### src/rtl/comparator_pkg.sv
// Shared types for the streaming magnitude comparator.
// Latency: n/a (types and pure functions only).
// Backpressure: n/a.
package comparator_pkg;

  // Outcome of one compare; the 2-bit code 2'b11 is never produced.
  typedef enum logic [1:0] {
    CMP_EQ = 2'd0,
    CMP_GT = 2'd1,
    CMP_LT = 2'd2
  } cmp_result_t;

  // One-hot flag bundle as presented on the result side.
  typedef struct packed {
    logic eq;
    logic gt;
    logic lt;
  } flags_t;

  // Expand an encoded outcome into the one-hot {eq, gt, lt} flags.
  function automatic flags_t cmp_to_flags(input cmp_result_t r);
    flags_t f;
    f = '0;
    case (r)
      CMP_EQ:  f.eq = 1'b1;
      CMP_GT:  f.gt = 1'b1;
      CMP_LT:  f.lt = 1'b1;
      default: f = '0;
    endcase
    return f;
  endfunction

endpackage

### src/rtl/comparator_core.sv
// Combinational signed/unsigned magnitude compare of two WIDTH-bit operands.
// Latency: 0 cycles (pure combinational).
// Backpressure: none; the caller decides when the result is used.
module comparator_core
  import comparator_pkg::*;
#(
  parameter int WIDTH = 8
) (
  input  logic [WIDTH-1:0] a,
  input  logic [WIDTH-1:0] b,
  input  logic             is_signed,
  output cmp_result_t      res
);

  // Inverting the sign bit maps two's-complement order onto unsigned order,
  // so a single unsigned comparator serves both modes.
  logic [WIDTH-1:0] a_k;
  logic [WIDTH-1:0] b_k;

  // Bias the operands for signed mode, then compare as unsigned.
  always_comb begin
    a_k = a;
    b_k = b;
    if (is_signed) begin
      a_k[WIDTH-1] = ~a[WIDTH-1];
      b_k[WIDTH-1] = ~b[WIDTH-1];
    end
    if (a_k == b_k) begin
      res = CMP_EQ;
    end else if (a_k > b_k) begin
      res = CMP_GT;
    end else begin
      res = CMP_LT;
    end
  end

endmodule

### src/rtl/comparator_stream.sv
// Registered comparator with valid/ready on both sides and saturating outcome counters.
// Latency: 1 cycle from input acceptance to out_valid; one pair per cycle sustained.
// Backpressure: out_ready low holds the result and drops in_ready; counters count at acceptance.
module comparator_stream
  import comparator_pkg::*;
#(
  parameter int WIDTH = 8,
  parameter int CNT_W = 16
) (
  input  logic             clk,
  input  logic             rst_n,
  input  logic             in_valid,
  output logic             in_ready,
  input  logic [WIDTH-1:0] a,
  input  logic [WIDTH-1:0] b,
  input  logic             is_signed,
  output logic             out_valid,
  input  logic             out_ready,
  output logic             eq,
  output logic             gt,
  output logic             lt,
  input  logic             cnt_clear,
  output logic [CNT_W-1:0] cnt_eq,
  output logic [CNT_W-1:0] cnt_gt,
  output logic [CNT_W-1:0] cnt_lt
);

  localparam logic [CNT_W-1:0] CNT_ONE = CNT_W'(1);
  localparam logic [CNT_W-1:0] CNT_MAX = '1;

  cmp_result_t      res;
  logic             in_fire;
  logic             out_fire;
  logic             out_valid_q;
  flags_t           flags_q;
  logic [CNT_W-1:0] cnt_eq_q, cnt_gt_q, cnt_lt_q;
  logic [CNT_W-1:0] cnt_eq_d, cnt_gt_d, cnt_lt_d;
  logic [CNT_W-1:0] base_eq, base_gt, base_lt;

  comparator_core #(
    .WIDTH(WIDTH)
  ) u_core (
    .a        (a),
    .b        (b),
    .is_signed(is_signed),
    .res      (res)
  );

  // Single-entry register: free, or being drained this cycle, means we can take a pair.
  assign in_ready = !out_valid_q || out_ready;
  assign in_fire  = in_valid && in_ready;
  assign out_fire = out_valid_q && out_ready;

  // Result register: load on accept, drop valid once drained with nothing new behind it.
  always_ff @(posedge clk or negedge rst_n) begin
    if (!rst_n) begin
      out_valid_q <= 1'b0;
      flags_q     <= '0;
    end else if (in_fire) begin
      out_valid_q <= 1'b1;
      flags_q     <= cmp_to_flags(res);
    end else if (out_fire) begin
      out_valid_q <= 1'b0;
    end
  end

  // Increment that sticks at all-ones instead of wrapping.
  function automatic logic [CNT_W-1:0] sat_inc(input logic [CNT_W-1:0] v);
    return (v == CNT_MAX) ? v : v + CNT_ONE;
  endfunction

  // Next counter values: apply clear first, then count the accepted outcome on top.
  always_comb begin
    base_eq  = cnt_clear ? '0 : cnt_eq_q;
    base_gt  = cnt_clear ? '0 : cnt_gt_q;
    base_lt  = cnt_clear ? '0 : cnt_lt_q;
    cnt_eq_d = base_eq;
    cnt_gt_d = base_gt;
    cnt_lt_d = base_lt;
    if (in_fire) begin
      case (res)
        CMP_EQ:  cnt_eq_d = sat_inc(base_eq);
        CMP_GT:  cnt_gt_d = sat_inc(base_gt);
        CMP_LT:  cnt_lt_d = sat_inc(base_lt);
        default: ;
      endcase
    end
  end

  // Outcome counters.
  always_ff @(posedge clk or negedge rst_n) begin
    if (!rst_n) begin
      cnt_eq_q <= '0;
      cnt_gt_q <= '0;
      cnt_lt_q <= '0;
    end else begin
      cnt_eq_q <= cnt_eq_d;
      cnt_gt_q <= cnt_gt_d;
      cnt_lt_q <= cnt_lt_d;
    end
  end

  assign out_valid = out_valid_q;
  assign eq        = flags_q.eq;
  assign gt        = flags_q.gt;
  assign lt        = flags_q.lt;
  assign cnt_eq    = cnt_eq_q;
  assign cnt_gt    = cnt_gt_q;
  assign cnt_lt    = cnt_lt_q;

endmodule
### config.mk
export PLATFORM = sky130hd
export DESIGN_NAME = comparator_stream
export DESIGN_NICKNAME = d
export VERILOG_FILES = /design/src/rtl/comparator_pkg.sv /design/src/rtl/comparator_core.sv /design/src/rtl/comparator_stream.sv
export SDC_FILE = /design/constraint.sdc
export NUM_CORES = 1
export LEC_CHECK = 0
export CAP_MARGIN = 10
export CORE_ASPECT_RATIO = 1.1
export CORE_MARGIN = 1.5
export CORE_UTILIZATION = 46
export CTS_BUF_LIST = sky130_fd_sc_hd__clkbuf_8
export DETAILED_ROUTE_END_ITERATION = 6
export PLACE_DENSITY = 0.79
export SETUP_SLACK_MARGIN = 0.4
export SYNTH_ARGS = -nofsm -noshare
export SYNTH_HDL_FRONTEND = slang
export SYNTH_SLANG_ARGS = --single-unit
### constraint.sdc
create_clock -name clk -period 2.2 [get_ports clk]
set_clock_uncertainty 0.2 [all_clocks]
set_input_delay 0.33 -clock clk [delete_from_list [all_inputs] [get_ports clk]]
set_output_delay 0.33 -clock clk [all_outputs]
set_load 0.02 [all_outputs]
==> results.yml, run 1 <==
synthesis:
  synth_top_area_share_pct: 42.9
  synth_area_leaders: "dfrtp_1 (43%), xnor2_1 (6.4%), ha_1 (4.1%)"
  yosysUniqueCellTypes: 44
  synth_edf_count: 0
  synth-async-reset-ratio_pct: 100
  syn-mean-instance-area_um2: 9.19
  synthFlopType: "dfrtp_1"
  synth_most_common_cell: "dfrtp_1"
  synth_commonest_cells: "dfrtp_1 (52), nor2_1 (30), nand2_1 (26)"
  ys_seq_area_share_pct: 42.9
  yosysWarnings: 0
  syn_nets: 362
  postSynthCellCount: 330
  synth-seq-cells: 52
  netlist_area_um2: 3030
  synth_top_cell_by_area: "dfrtp_1"
floorplan:
  die_h_um: 88.1
  rows: 30
  io-pin-count: 75
  die_w_um: 80.4
  start_util_pct: 48.4
placed_design:
  dp_hpwl_mm: 6.63
  place_inst: 556
  gp_congestion: 0.867
  portBuffers: 74
clock_network:
  cts-buffers-inserted: 5
  clkSinkCount: 52
  cts_buffer_depth: 2
  htree_levels: 2
  root_buffer: "clkbuf_8"
timing:
  worstEndpointGrtRepair: "cnt_eq[6]$_DFF_PN0_/D"
  endpoint_type: "sequential cell input"
status:
  stop_stage: "5_1_grt"
  firstError: "[ERROR GRT-0232] Routing congestion too high. Check the congestion heatmap in the GUI."
  status: "stopped before the end"
global_route:
  grt_start_max_net_pins: 33
  track_usage_pct: 77.9
  grt.overflow.total: 130
## metrics by stage
step                cell area [µm²]  setup TNS, ps  hold WS [ps]  worst slack (ps)
detailed placement             4730         -27550           131              -813
CTS                            5580          -1840           294              -205
global placement               4730         -25550           126              -739
floorplan                      3380          -2190          -166              -286
## what timing repair did
item	4_1_cts
hold buffers	1
hold endpoints to repair	20
buffers inserted	41
setup endpoints to repair	103
gates cloned	2
pin swaps	62
resized for setup	236
## metal layers
layer	GRT usage [%]	GRT overflow
met1	73.1	1
met2	100	88
met3	57.5	1
met4	90.3	40
met5	3.57	0
## logic make-up after synthesis
logic type	Yosys count	synth area share [%]
compound gates	40	8.83
fa+ha+maj	10	4.13
flops	52	42.9
simple gates	170	30.3
buf+inv	23	2.93
xor+xnor	25	7.22
mux	10	3.67
==> run 2, diff against run 1 <==
--- a/config.mk
+++ b/config.mk
@@ -6,13 +6,10 @@
 export NUM_CORES = 1
 export LEC_CHECK = 0
 export CAP_MARGIN = 10
-export CORE_ASPECT_RATIO = 1.1
 export CORE_MARGIN = 1.5
-export CORE_UTILIZATION = 46
-export CTS_BUF_LIST = sky130_fd_sc_hd__clkbuf_8
+export CORE_UTILIZATION = 40
 export DETAILED_ROUTE_END_ITERATION = 6
-export PLACE_DENSITY = 0.79
-export SETUP_SLACK_MARGIN = 0.4
+export PLACE_DENSITY_LB_ADDON = 0.15
 export SYNTH_ARGS = -nofsm -noshare
 export SYNTH_HDL_FRONTEND = slang
 export SYNTH_SLANG_ARGS = --single-unit
==> constraint.sdc (replaced) <==
create_clock -name clk -period 2.86 [get_ports clk]
set_clock_uncertainty 0.2 [all_clocks]
set_input_delay 0.429 -clock clk [delete_from_list [all_inputs] [get_ports clk]]
set_output_delay 0.429 -clock clk [all_outputs]
set_load 0.02 [all_outputs]
==> run 2 against run 1 <==
Effect of this change: area after synthesis unchanged; the flow now finishes without violations; synthesized cell count unchanged.
==> results.yml, run 2 <==
status:
  status: "finished clean"
synthesis:
  synth_most_common_cell: "dfrtp_1"
  synth_edf_count: 0
  synth-seq-cells: 52
  synthFlopType: "dfrtp_1"
  yosysWarnings: 0
  synth-async-reset-ratio_pct: 100
  syn_nets: 362
  yosysUniqueCellTypes: 44
  syn-mean-instance-area_um2: 9.19
  synth_commonest_cells: "dfrtp_1 (52), nor2_1 (30), nand2_1 (26)"
  postSynthCellCount: 330
  synth_top_area_share_pct: 42.9
  synth_top_cell_by_area: "dfrtp_1"
  synth_area_leaders: "dfrtp_1 (43%), xnor2_1 (6.4%), ha_1 (4.1%)"
  ys_seq_area_share_pct: 42.9
  netlist_area_um2: 3030
global_route:
  antenna_found_initial: 0
  grt_pass1_vias: 2628
  grt.overflow.total: 0
  grt_pass1_wl_mm: 12.3
  grt_start_max_net_pins: 28
  track_usage_pct: 18.2
route:
  dr_wl_met2_mm: 3.41
  routed.top_layer: "met4"
  drc_errors: 0
  wl_mm: 7.13
  vias: 2740
  wl_per_cell_um: 13.3
  ant_nets: 0
  wl_met1_mm: 3.35
  wl_met3_um: 310
  drt_iter0_drc: 85
  dr.pass1.iters: 4
  vias_per_cell: 5.12
cells_and_area:
  areaGrowthSynthToFinish_pct: 40.0
  finalInstanceArea_um2: 4240
  fin_util_pct: 58.2
  multi_input_area_um2: 1680
  mostFrequentLayoutCells: "clkdlybuf4s50_1 (72), dfrtp_1 (52), buf_4 (32)"
  layout_commonest_cell: "clkdlybuf4s50_1"
  diodes: 0
  drive_above_1_share_pct: 14.7
  n_fill_cell: 689
  register_area_um2: 1300
  finalNetCount: 467
power:
  vdd_drop_max_uv: 201
  power.combinational.fraction_pct: 15.8
  p_per_area_nw_per_um2: 335
  p_sw_mw: 0.368
  p_int_mw: 1.05
  p_seq_share_pct: 53.4
  p_leak_nw: 1.72
  power_mw: 1.42
  clkPwrFrac_pct: 30.8
  power_switching_share_pct: 25.9
setup_path:
  cp-start-kind: "primary input"
  worstPathMaxFanout: 3
  endpoint: "cnt_eq[14]"
  rr_startpoint: "cnt_eq[0]"
  path_class: "in -> reg"
  reg2reg_depth: 8
  worstPathArrival_ps: 2700
  crit_required_ps: 2890
  end_kind: "flip-flop"
  crit_start: "b[3]"
  r2r_slack_ps: 260
  r2r_end: "cnt_eq[14]"
clock_network:
  cts_setup_buffers: 0
  cts_buffer_depth: 2
  worstSkewPairLatency_ps: 310
  cts_tree: "built"
  cts-buffers-inserted: 5
  htree_levels: 2
  root_buffer: "clkbuf_8"
  clkSinkCount: 52
  clkTransAtPathRegs_ps: 90
floorplan:
  rows: 31
  die_area_um2: 8110
  die_h_um: 90.1
  die_w_um: 90.1
  io-pin-count: 75
  start_util_pct: 41.6
  core_area_um2: 7290
timing:
  maxSlewHeadroom_pct: 58.5
  setup_ws_ps: 194
  layout_min_cycle_time_ps: 2670
  fin_crit_sh_pct: 93.2
  slew_viol_final: 0
  finalHoldViolCount: 0
  tightest_slew_ps: 622
  setup_viol_count_final: 0
  fmax_mhz: 375
  rsz0062_at_grt: "false"
flow_run:
  cap_violations: 0
placed_design:
  dpl_cell_area_um2: 4110
  dp_hpwl_mm: 5.35
  portBuffers: 74
  gp_congestion: 0.807
  pre_cts_slack_ps: -203
min_path:
  hp-class: "in -> reg"
## run 2: cell counts after synthesis
No cell type changed its count.
## run 2: how the worst min path moves through the flow
stage	start	to	cells past startpoint
2_1_floorplan	rst_n	cnt_eq[0]	0
3_3_place_gp	gt	gt	2
3_5_place_dp	eq	eq	2
4_1_cts	cnt_clear	cnt_eq[6]	3
5_1_grt	cnt_clear	cnt_eq[6]	3
6_report	cnt_clear	cnt_eq[6]	3
## run 2: routing by layer
metal	track usage, %	vias to the layer above
li1	-	1380
met1	23.7	1295
met2	30.7	58
met3	3.81	7
met4	4.37	0
met5	0	-
## run 2: repair_timing
action                                  in CTS  in global routing
endpoints found under the hold margin       25                  0
hold buffers                                 1                  0
gates resized for setup                      0                  5
endpoints found under the setup margin       0                  5
## run 2: worst max-delay path: stages
cell,delay (ps)
clkdlybuf4s50_1,450
inv_1,40
ha_1,300
nand4_1,140
nor3_2,210
nand2_1,100
or4b_4,540
or3_1,320
a21oi_1,150
## run 2: logic make-up after synthesis
logic type,share of synthesized area (%)
adders and majority gates,4.13
muxes,3.67
and+or+nand+nor,30.3
DFF,42.9
xor gates and xnor gates,7.22
buffers and inverters,2.93
AOI/OAI and AO/OA,8.83
## run 2: cell type report
type | instances | share of cell area [%]
Clock buffer | 6 | 1.95
Clock inverter | 2 | 0.236
Inverter | 13 | 1.15
Multi-Input combinational cell | 255 | 39.5
Sequential cell | 52 | 30.7
Tap cell | 99 | 2.92
Timing Repair Buffer | 108 | 23.6
## run 2: per-stage QoR
stage	setup TNS (ps)	instances	hold WS [ps]
6_report	0	535	264
5_1_grt	0	535	279
4_1_cts	0	535	253
3_5_place_dp	-2460	526	266
3_3_place_gp	-1630	526	256
2_1_floorplan	0	330	-66.6
## run 2: power groups by stage
stage,combinational (mW),clock [mW],sequential [mW]
after floorplan,0.0784,0,0.790
after global placement,0.219,0,0.773
after detailed placement,0.222,0,0.773
after CTS,0.225,0.454,0.759
after global routing,0.246,0.489,0.761
final,0.224,0.437,0.758
No activity file was read; power rests on OpenSTA's default activity.
==> run 3, diff against run 2 <==
--- a/config.mk
+++ b/config.mk
@@ -5,7 +5,8 @@
 export SDC_FILE = /design/constraint.sdc
 export NUM_CORES = 1
 export LEC_CHECK = 0
-export CAP_MARGIN = 10
+export ABC_AREA = 1
+export CAP_MARGIN = 25
 export CORE_MARGIN = 1.5
 export CORE_UTILIZATION = 40
 export DETAILED_ROUTE_END_ITERATION = 6
==> run 3 against run 2 <==
Effect of this change: global-route usage rose by 2.7 points; sequential power rose by 0.5%; via count rose by 49%; utilization fell by 5.7 points; flip-flop and latch count did not move; wire length rose by 44%; critical endpoint is now cnt_lt[4]; first-iteration DRC count rose by 79%; largest cell class unchanged; sequential share of layout area fell by 5.2 points; die area rose by 31%; area after synthesis rose by 32%; worst hold slack improved by 67 ps.
==> results.yml, run 3 <==
synthesis:
  yosysWarnings: 0
  synth_edf_count: 0
  synth_compound_area_share_pct: 1.75
  yosysUniqueCellTypes: 32
  yosys.area_share.simple_pct: 47.9
  synth_top_family_by_area: "simple AND/OR/NAND/NOR gates"
  synthMuxAreaShare_pct: 0
  syn-mean-instance-area_um2: 6.32
  synth_most_common_cell: "nand2_1"
  synth_commonest_cells: "nand2_1 (237), inv_1 (107), nor2_1 (68)"
  synth_area_leaders: "dfrtp_1 (32%), nand2_1 (22%), inv_1 (10%)"
  synthFlopType: "dfrtp_1"
  synth_adder_area_share_pct: 3.12
  postSynthCellCount: 635
  netlist_area_um2: 4010
  synth-seq-cells: 52
  synth-async-reset-ratio_pct: 100
  ys_seq_area_share_pct: 32.4
  synth_top_cell_by_area: "dfrtp_1"
  syn_nets: 667
  synthXorXnorAreaFrac_pct: 1.53
  synth_top_area_share_pct: 32.4
cells_and_area:
  drive_above_1_share_pct: 9.19
  n_fill_cell: 1020
  areaGrowthSynthToFinish_pct: 27.5
  instances_no_fill: 862
  diodes: 0
  layout_commonest_cell: "nand2_1"
  mostFrequentLayoutCells: "nand2_1 (237), inv_1 (107), clkdlybuf4s50_1 (73)"
  finalNetCount: 760
  fin_util_pct: 52.5
placed_design:
  gp_congestion: 0.883
  pre_cts_slack_ps: 76.1
  dp_hpwl_mm: 8.13
  place_inst: 853
  portBuffers: 74
global_route:
  grt_pass1_wl_mm: 17.7
  use_met1_pct: 27.8
  grt_busiest_layer: "met2"
  grt_pass1_vias: 3924
  track_usage_pct: 20.9
  grt.overflow.total: 0
  grt_start_max_net_pins: 35
  grt.met2_usage_pct: 36.9
  antenna_found_initial: 0
  grt_use_met3_pct: 2.64
power:
  p_per_area_nw_per_um2: 289
  p_leak_nw: 2.71
  vdd_drop_max_uv: 205
setup_path:
  path_class: "in -> reg"
  crit_slowest_cell: "clkdlybuf4s50_1"
  rr_startpoint: "cnt_lt[0]"
  crit_family: "simple AND/OR/NAND/NOR gates"
  crit_required_ps: 2850
  crit_start: "cnt_clear"
  crit_top_cell: "nand2_1"
  end_kind: "flip-flop"
  worstPathMaxFanout: 14
  cp-start-kind: "primary input"
  worstPathArrival_ps: 2470
  slowest_delay_ps: 480
  crit_path_cell_trace: "clkdlybuf4s50_1 -> buf_12 -> nor2_1 -> ha_1 -> nand2_1 -> inv_1 -> nand2_1 -> nor2_2 -> nand4_2 -> nand3_1 -> nor2_1 -> nand2_1 -> nand2_1"
  crit_buf_inv: 3
route:
  vias_per_cell: 4.75
  vias: 4094
  wl_mm: 10.3
  wl_per_cell_um: 11.9
  drt_iter0_drc: 152
  dr.pass1.iters: 4
  ant_nets: 0
  drc_errors: 0
timing:
  fin_crit_sh_pct: 86.4
  rsz0062_at_grt: "false"
  setup_ws_ps: 388
  tightest_slew_ps: 449
  holdWs_ps: 330
  layout_min_cycle_time_ps: 2470
  slew_viol_final: 0
  maxSlewHeadroom_pct: 70.1
  fmax_mhz: 404
  setup_tns_ps: 0
  finalHoldViolCount: 0
  setup_viol_count_final: 0
clock_network:
  worstSkewPairLatency_ps: 310
  clkTransAtPathRegs_ps: 110
  cts_buffer_depth: 2
  postCtsResizedCells: 0
  clkSinkCount: 52
  root_buffer: "clkbuf_8"
  cts-buffers-inserted: 5
  htree_levels: 2
  cts_tree: "built"
floorplan:
  die_h_um: 103
  io-pin-count: 75
  core_area_um2: 9730
  die_area_um2: 10600
  start_util_pct: 41.2
  die_w_um: 103
  rows: 36
flow_run:
  cap_violations: 0
min_path:
  hp-class: "reg -> reg"
  hp-start: "out_valid"
status:
  status: "finished clean"
-- run 3: metal layers --
layer | vias up | routed length (µm)
met3 | 5 | 407
met1 | 1865 | 4840
met2 | 87 | 4970
met4 | 0 | 44
met5 | - | 0
li1 | 2137 | -
-- run 3: cell families after synthesis --
logic type,count (synthesis)
buf+inv,124
fa+ha+maj,10
simple gates,429
compound gates,13
flops,52
xor+xnor,7
-- run 3: worst register-to-register path, stage by stage (launching register included) --
cell     delay [ps]
dfrtp_1         400
inv_1            50
nor2_1          140
ha_1            200
nand2_1          60
inv_1            50
nand2_1          80
nor2_2          200
nand4_2         210
nand3_1         240
nor2_1           60
nand2_1          60
nand2_1          50
-- run 3: path summary, 6_finish.rpt --
kind | slack, ps | to | depth (start not counted)
hold / removal | 330 | out_valid | 2
hold reg to reg | 330 | out_valid | 2
max in group asynchronous | 1640 | cnt_lt[11] | 3
setup / recovery | 390 | cnt_lt[4] | 13
setup reg to reg | 770 | cnt_lt[4] | 12
min in group asynchronous | 410 | cnt_eq[7] | 3
-- run 3: layout make-up --
class	instances	area, µm²	area share [%]
multi-input cells	459	2180	42.6
flip-flops and latches	52	1300	25.5
repair buffers	97	948	18.6
inverters	113	424	8.30
well taps	133	166	3.26
clock buffers	7	86.3	1.69
clock inverters	1	7.51	0.147
-- run 3: where the power goes --
part           switching [mW]  internal [mW]  total (mW)  leakage, nW
registers              0.0127          0.749       0.762        0.718
logic                   0.151          0.109       0.260         1.95
clock network           0.257          0.198       0.455       0.0445
-- run 3: repair_timing --
action                                  4_1_cts  5_1_grt
buffers inserted                              0        0
endpoints found under the hold margin        52        0
endpoints found under the setup margin        0        0
hold buffers                                  1        0
-- run 3: through the flow --
stage | instance area [µm²] | power (mW)
2_1_floorplan | 4010 | 0.914
3_5_place_dp | 5010 | 1.04
6_report | 5110 | 1.48
4_1_cts | 5110 | 1.51
3_3_place_gp | 5010 | 1.04
5_1_grt | 5110 | 1.56
